<file path="config.mk">
export PLATFORM = sky130hd
export DESIGN_NAME = turbo_rsc_vit_dec
export DESIGN_NICKNAME = d
export VERILOG_FILES = /design/src/rtl/turbo_rsc_vit_dec.sv
export SDC_FILE = /design/constraint.sdc
export NUM_CORES = 1
export LEC_CHECK = 0
export CAP_MARGIN = 20
export CORE_MARGIN = 2
export CORE_UTILIZATION = 45
export CTS_BUF_LIST = sky130_fd_sc_hd__clkbuf_4
export CTS_CLUSTER_DIAMETER = 40
export CTS_CLUSTER_SIZE = 40
export DETAILED_ROUTE_END_ITERATION = 8
export PLACE_DENSITY = 0.68
export SLEW_MARGIN = 20
export SYNTH_ARGS = -nofsm -noshare
export SYNTH_HDL_FRONTEND = slang
export SYNTH_SLANG_ARGS = --single-unit
</file>
<file path="constraint.sdc">
create_clock -name clk -period 3.2 [get_ports clk]
set_input_delay 0.64 -clock clk [delete_from_list [all_inputs] [get_ports clk]]
set_output_delay 0.64 -clock clk [all_outputs]
set_load 0.005 [all_outputs]
</file>
<file path="src/rtl/turbo_rsc_vit_dec.sv">
// Hard-decision Viterbi decoder for the memory-2 RSC constituent code (fb 1+D+D^2, ff 1+D^2).
// Decodes one terminated block of K_LEN info bits plus 2 tail steps and emits the bits in forward order.
module turbo_rsc_vit_dec #(
    parameter int K_LEN = 16,
    parameter int MW    = 6
) (
    input  logic clk,
    input  logic rst,
    input  logic in_valid,
    input  logic in_sys,
    input  logic in_par,
    output logic in_ready,
    output logic out_valid,
    output logic out_bit,
    output logic out_last,
    output logic busy
);
    localparam int NS = K_LEN + 2;
    localparam int SW = $clog2(NS);
    localparam int OW = $clog2(K_LEN);

    // Handshake: a symbol pair is consumed on every rising edge where in_valid && in_ready.
    typedef enum logic [1:0] {IDLE, ACS, TRACE, OUT} state_t;
    state_t state, state_nx;

    logic [MW-1:0] pm [4];
    logic [MW-1:0] pm_raw [4];
    logic [MW-1:0] pm_nx [4];
    logic [3:0]    dec_nx;
    logic [3:0]    dec_mem [NS];
    logic [SW-1:0] step;
    logic [1:0]    tb_st;
    logic [K_LEN-1:0] bit_buf;
    logic [OW-1:0] out_cnt;
    logic          accept;
    logic          tb_dec;
    logic          tb_u;
    logic          all_msb;

    assign in_ready  = !rst && (state == IDLE || state == ACS);
    assign accept    = in_valid && in_ready;
    assign busy      = (state != IDLE);
    assign out_valid = (state == OUT);
    assign out_bit   = out_valid && bit_buf[out_cnt];
    assign out_last  = out_valid && (out_cnt == OW'(K_LEN - 1));

    assign tb_dec = dec_mem[step][tb_st];
    assign tb_u   = tb_st[1] ^ tb_st[0] ^ tb_dec;

    // Next state {a,s1} has predecessors {s1,0} and {s1,1}; ties go to s2=0.
    always_comb begin
        logic       a;
        logic       s1;
        logic [1:0] bm0;
        logic [1:0] bm1;
        logic [MW-1:0] c0;
        logic [MW-1:0] c1;
        a   = 1'b0;
        s1  = 1'b0;
        bm0 = 2'd0;
        bm1 = 2'd0;
        c0  = '0;
        c1  = '0;
        dec_nx = 4'd0;
        for (int ns = 0; ns < 4; ns++) begin
            a   = ns[1];
            s1  = ns[0];
            bm0 = {1'b0, in_sys ^ a ^ s1} + {1'b0, in_par ^ a};
            bm1 = {1'b0, in_sys ^ a ^ s1 ^ 1'b1} + {1'b0, in_par ^ a ^ 1'b1};
            c0  = pm[{s1, 1'b0}] + MW'(bm0);
            c1  = pm[{s1, 1'b1}] + MW'(bm1);
            dec_nx[ns] = (c1 < c0);
            pm_raw[ns] = (c1 < c0) ? c1 : c0;
        end
        all_msb = pm_raw[0][MW-1] & pm_raw[1][MW-1] & pm_raw[2][MW-1] & pm_raw[3][MW-1];
        for (int ns = 0; ns < 4; ns++) begin
            pm_nx[ns] = pm_raw[ns];
            if (all_msb) pm_nx[ns][MW-1] = 1'b0;
        end
    end

    always_ff @(posedge clk or posedge rst) begin
        if (rst) state <= IDLE;
        else     state <= state_nx;
    end

    always_comb begin
        state_nx = state;
        case (state)
            IDLE:    if (accept) state_nx = ACS;
            ACS:     if (accept && step == SW'(NS - 1)) state_nx = TRACE;
            TRACE:   if (step == '0) state_nx = OUT;
            OUT:     if (out_cnt == OW'(K_LEN - 1)) state_nx = IDLE;
            default: state_nx = IDLE;
        endcase
    end

    always_ff @(posedge clk) begin
        if (accept) dec_mem[step] <= dec_nx;
    end

    always_ff @(posedge clk or posedge rst) begin
        if (rst) begin
            pm[0]   <= '0;
            pm[1]   <= MW'(16);
            pm[2]   <= MW'(16);
            pm[3]   <= MW'(16);
            step    <= '0;
            tb_st   <= 2'd0;
            bit_buf <= '0;
            out_cnt <= '0;
        end else begin
            case (state)
                IDLE, ACS: begin
                    tb_st <= 2'd0;
                    if (accept) begin
                        for (int i = 0; i < 4; i++) pm[i] <= pm_nx[i];
                        if (step != SW'(NS - 1)) step <= step + 1'b1;
                    end
                end
                TRACE: begin
                    if (step < SW'(K_LEN)) bit_buf[step[OW-1:0]] <= tb_u;
                    tb_st <= {tb_st[0], tb_dec};
                    if (step != '0) step <= step - 1'b1;
                end
                OUT: begin
                    if (out_cnt == OW'(K_LEN - 1)) begin
                        out_cnt <= '0;
                        step    <= '0;
                        pm[0]   <= '0;
                        pm[1]   <= MW'(16);
                        pm[2]   <= MW'(16);
                        pm[3]   <= MW'(16);
                    end else begin
                        out_cnt <= out_cnt + 1'b1;
                    end
                end
                default: ;
            endcase
        end
    end
endmodule

</file>
Word-level counts from Yosys, hierarchy flattened
Memories as Yosys holds them, arrays and structs flattened.
Index checks and enable logic that the tools add are counted.
- $lt $le $gt $ge: 9
- eq/ne operators: 13
- add/subtract/negate cells: 15
- bitwise logic cells: 7
- muxes and demuxes: 32
- reductions and logical operators: 19
- operators with widths (kind ; count):
    $add A6 B2 Y6 ; 8
    $mux W24 ; 2
    $pmux W24 S2 ; 1
    $lt A6 B6 Y1 ; 4
    $mux W6 ; 4
    $mux W5 ; 4
    $bwmux W16 ; 1
    $pmux W5 S3 ; 1
    $lt A4 B5 Y1 const B ; 2
    $ne A2 B2 Y1 const B ; 5
    $mux W1 ; 9
    $add A1 B1 Y2 ; 4
    $mux W2 ; 4
    $pmux W2 S4 ; 1
    $reduce_and A4 Y1 ; 2
    $logic_and A1 B1 Y1 ; 6
    $reduce_bool A2 Y1 ; 3
    $add A5 B1 Y5 const B ; 1
    $eq A5 B5 Y1 const B ; 1
    $logic_not A5 Y1 ; 1
    $lt A5 B5 Y1 const B ; 1
    $ne A5 B5 Y1 const B ; 1
    $reduce_bool A5 Y1 ; 1
    $sub A5 B1 Y5 const B ; 1
    21 further kinds ; 27
- logic and storage cells: 105
- input port bits: 5
- output and inout bits: 5
- memory bits (writable): 72
- memories: 1
- bits in registers: 53
- memories (memory ; words ; bits a word ; read ports ; clocked after memory_dff ; write ports ; line ; text):
    dec_mem ; 18 ; 4 ; 1 ; 0 ; 1 ; 30 ; logic [3:0] dec_mem [NS];

Longest topological paths before layout
- depth after elaboration: 11
- depth in mapped cells: 17
- mapped depth without buffers: 16

Worst setup path after synthesis
Ideal clock, no wire load.
- path kind: in2reg
- start: input in_sys
- end: register pm[23] in the netlist's numbering
- arrival: 3.776 ns
- library setup time: 0.122 ns
- setup slack: -0.697 ns
- data required time: 3.078 ns
- buffers on the path: 0
- stages on the path: 15
- cells stage by stage: inv_1 > ha_1 > ha_1 > nor2b_1 > o21ai_0 > a21oi_1 > xnor2_1 > inv_1 > ha_1 > a21oi_1 > nand2_1 > a41oi_2 > mux2i_1 > nand3_1 > a32o_1
- RTL lines (what ; line ; text):
    start, declared ; 10 ; input logic in_sys,
    $not A1 Y1 (no source line) ; n/a ;
    $add A1 B1 Y2 ; 68 ; bm0 = {1'b0, in_sys ^ a ^ s1} + {1'b0, in_par ^ a};
    $add A6 B2 Y6 ; 70 ; c0 = pm[{s1, 1'b0}] + MW'(bm0);
    $lt A6 B6 Y1 * ; n/a ;
    via dec_nx[2] ; 29 ; logic [3:0] dec_nx;
    $mux W6 * ; 73 ; pm_raw[ns] = (c1 < c0) ? c1 : c0;
    $and A1 B1 Y1 * (2 in series) ; 75 ; all_msb = pm_raw[0][MW-1] & pm_raw[1][MW-1] & pm_raw[2][MW-1] & pm_raw[3][MW-1];
    $mux W1 * ; 78 ; if (all_msb) pm_nx[ns][MW-1] = 1'b0;
    $mux W24 * ; 116 ; if (accept) begin
    $pmux W24 S2 * ; 113 ; case (state)
    end, declared ; 26 ; logic [MW-1:0] pm [4];
Mark *: on every way through the listed nets, which the timed path passes. The rest lies on a longest branch. The select of a mux whose other input is x is not followed.
A chain may end at the register's enable or synchronous reset.

Worst setup path after layout
- start: input in_par
- end: register pm[17] in the netlist's numbering
- longest elaborated chain between the ends: 11
- ends and longest elaborated chain (what ; line ; text):
    start, declared ; 11 ; input logic in_par,
    $not A1 Y1 (no source line) ; n/a ;
    $add A1 B1 Y2 ; 68, 69 ;
    $add A6 B2 Y6 ; 71 ; c1 = pm[{s1, 1'b1}] + MW'(bm1);
    $lt A6 B6 Y1 ; 73 ;
    $mux W6 ; 73 ;
    $and A1 B1 Y1 (3 in series) ; 75 ;
    $mux W1 * ; 78 ;
    $mux W24 * ; 116 ;
    $pmux W24 S2 * ; 113 ;
Mark *: on every way between the ends. The rest lies on a longest branch, timed or not. The select of a mux whose other input is x is not followed.

==> results.md <==
* Wirelength per Cell at 17.4 µm
* Crit path largest cell delay at 0.35 ns
* TNS Setup at 0 ns
* Share of cells above drive strength 1 at 26.6%
* Ys flop type: edfxtp_1
* Post-synth ARST share at 42.4%
* Gr usage total at 19.6%
* Area delta synth->final at 18.4%
* Max-Cap Viols at 0
* Depth of the CTS H-tree at 4
* CP max FO at 5
* Syn Std Cell Area at 7360 µm²
* HP Class: reg -> reg
* Remaining DRCs at 0
* Largest net degree at the start of global routing at 54
* Port bufs at 9
* Number of vias per cell at 5.46
* Die area at 17400 µm²
* # hold bufs at CTS at 0
* Worst Path Arrival at 3.53 ns
* Seq cells post-synth at 125
* GR Overflow Total at 0
* Die height at 132 µm
* Num rows at 46
* Crit Path Class: in -> reg
* Crit-path cells: buf_2 -> clkinvlp_4 -> ha_4 -> ha_2 -> nor2b_1 -> o21ai_0 -> a21oi_2 -> xnor2_2 -> ha_4 -> a21oi_2 -> nand2_1 -> a41oi_2 -> mux2i_2 -> nand3_1 -> a32o_1
* Final hold vios at 0
* Syn avg cell area at 11.2 µm²
* Relative slew margins at 41.3%
* Most frequent cells in the layout: edfxtp_1, buf_4, nor2_1
* Least-Margin Pin Slew at 0.871 ns
* Most common cell after layout, fill and taps aside: edfxtp_1
* Clk sink count at 125
* Status: finished, final reports clean
* CP max stage cell: mux2i_2
* GPL Wtd Cong at 0.943
* Setup Skew at 0.0259 ns
* Lkg Pwr at 3.41 nW
* CP Capture Type: flip-flop
* Combinational share of power at 55.8%
* CP startpoint kind: input pin
* # IOs at 10
* Int Pwr at 0.00517 W
* Core box area at 15900 µm²
* Flop pwr share at 32.2%
* Delay-heaviest family, CP: compound AO/OA/AOI/OAI gates
* Die width at 132 µm
* Final std cells w/o fill at 950
* CTS Buf Count at 17
* Total power at 0.00909 W
* Worst IR Drop VDD at 0.501 mV
* Initial antenna violation count at 0
* Setup-failing EPs final at 0
* CTS Root Cell: clkbuf_4
* Setup WS pre-CTS at -1.03 ns
* DRT antenna net count at 0
* Total number of vias at 5185
* TritonCTS clock tree: built
* Final Max Slew Viols at 0
* YS warnings at 0
* Sw frac at 43.2%
* Clk pin slew, worst setup/hold paths at 0.11 ns
* Diode count at 0
* Routed wire length at 16600 µm
* CTS max path bufs at 2
* Post-route cell area at 8710 µm²
* Cells after DPL at 914
* Share of power burned in the clock network at 12.0%
* Post-synth EDFFs at 72
* Vias in the first global route at 5235
* Setup WS post-layout at 0.0716 ns
* DRT Pass-1 Iters at 5
* Starting Density at 46.2%
* Syn Inst Count at 656
* Netlist cell types at 51
* Drt initial violations at 374
* Switching power at 0.00393 W
* Final HPWL DP at 11900 µm
* Critical path buffers and inverters at 2
* First-pass GRT wire length at 26900 µm
* Fmax at 0.320 GHz
* Layout Nets at 777
* Power per standard cell area at 1040 nW/µm²
* WP data required at 3.60 ns
* Seq/Total Area, Yosys at 47.5%
* Clk_lat worst skew at 0.53 ns
* DP Area at 8220 µm²
* Period utilization at 97.8%
* Tmin final at 3.13 ns
* Synth Net Count at 712
==> routing by layer <==
layer | vias up | global-route usage, % | part of all wire (%)
li1 | 2528 | - | -
met1 | 2526 | 25.2 | 44
met2 | 104 | 32.7 | 50
met3 | 27 | 4.50 | 3.9
met4 | 0 | 6.76 | 1.9
met5 | - | 0 | 0
==> worst paths after layout <==
kind,startpoint,end,depth (start not counted),slack [ns]
worst max-delay path,in_par,pm[17]$_DFFE_PP0P_,15,0.07
worst min-delay path,bit_buf[14]$_DFFE_PP0P_,bit_buf[14]$_DFFE_PP0P_,1,0.51
worst max register to register,pm[13]$_DFFE_PP0P_,pm[17]$_DFFE_PP0P_,13,0.24
worst min register to register,bit_buf[14]$_DFFE_PP0P_,bit_buf[14]$_DFFE_PP0P_,1,0.51
max in group asynchronous,rst,out_cnt[0]$_DFFE_PP0P_,3,1.96
min in group asynchronous,rst,step[0]$_DFFE_PP0P_,3,0.75
==> final cells by class <==
cell class              count  area (µm²)
repair buffers             78         602
clock buffers              19         143
multi-input cells         479        3970
flip-flops and latches    125        3490
inverters                  20        88.8
clock inverters            13         140
well taps                 216         270
fillers                  1370        7230
==> logic make-up (layout without fill, tap and decap cells) <==
kind of cell,count (synthesis),after routing,share of synthesized area (%)
and+or+nand+nor,186,186,12.0
AOI/OAI and AO/OA,137,137,12.5
DFF,125,125,47.5
muxes,60,60,10.7
buffers and inverters,52,130,3.11
adders and majority gates,51,51,8.77
xor gates and xnor gates,45,45,5.46
==> power by group through the flow <==
stage               registers (W)  logic (W)  clock network (W)
finish                    0.00293    0.00507            0.00109
global route              0.00298    0.00558            0.00118
CTS                       0.00291    0.00494            0.00113
detailed placement        0.00294    0.00490                  0
global placement          0.00292    0.00472                  0
floorplan                 0.00269    0.00360                  0
==> synthesized netlist by cell type (3+ instances only) <==
library cell / number / share of area, %
a21o_1: 12 / 1.2
or3_1: 3 / 0.26
o21ai_0: 37 / 2.5
nand2_1: 53 / 2.7
o21bai_1: 3 / 0.31
buf_2: 3 / 0.20
a21oi_1: 35 / 2.4
nor3_1: 6 / 0.41
mux4_1: 5 / 1.8
dfstp_2: 3 / 1.1
buf_1: 4 / 0.20
a21boi_0: 9 / 0.92
nor3b_1: 3 / 0.31
a22o_1: 8 / 0.95
mux2i_1: 26 / 3.5
nor2_1: 55 / 2.8
nand4_1: 5 / 0.43
xor2_1: 18 / 2.1
nor2b_1: 23 / 2.0
edfxtp_1: 72 / 29
mux2_2: 23 / 3.5
clkbuf_1: 21 / 1.1
xnor2_1: 26 / 3.1
buf_6: 4 / 0.61
mux4_2: 6 / 1.8
nand3b_1: 6 / 0.61
a22oi_1: 4 / 0.41
nand2b_1: 10 / 0.85
a32o_1: 4 / 0.54
inv_1: 20 / 1.0
dfrtp_1: 50 / 17
and2_1: 3 / 0.26
nand3_1: 15 / 1.0
a211oi_1: 6 / 0.61
ha_1: 50 / 8.5
==> metrics by stage <==
step / util [%] / hold slack, ns
finish: 54.6 / 0.513
global route: 54.6 / 0.531
CTS: 53.7 / 0.518
detailed placement: 51.6 / 0.493
global placement: 51.6 / 0.484
floorplan: - / 0.456
==> repair_timing <==
action / 4_1_cts / 5_1_grt
endpoints found under the hold margin: 0 / 0
buffers inserted: 2 / 2
pin swaps: 3 / 16
setup endpoints to repair: 97 / 59
resized for setup: 16 / 29
==> state kept, by name, indices dropped and copies added, names as in the netlist <==
signal   flops
tb_st        2
pm          24
dec_mem     72
step         5
state        2
bit_buf     16
out_cnt      4
==> worst register-to-register path, delay by kind of cell, from the launching register on <==
kind / cells / cell delay (ns)
buf+inv: 1 / 0.07
flops: 1 / 0.51
simple gates: 4 / 0.34
xor+xnor: 2 / 0.42
mux: 1 / 0.33
fa+ha+maj: 2 / 0.52
compound gates: 3 / 0.65
(Power assumes the default switching activity.)
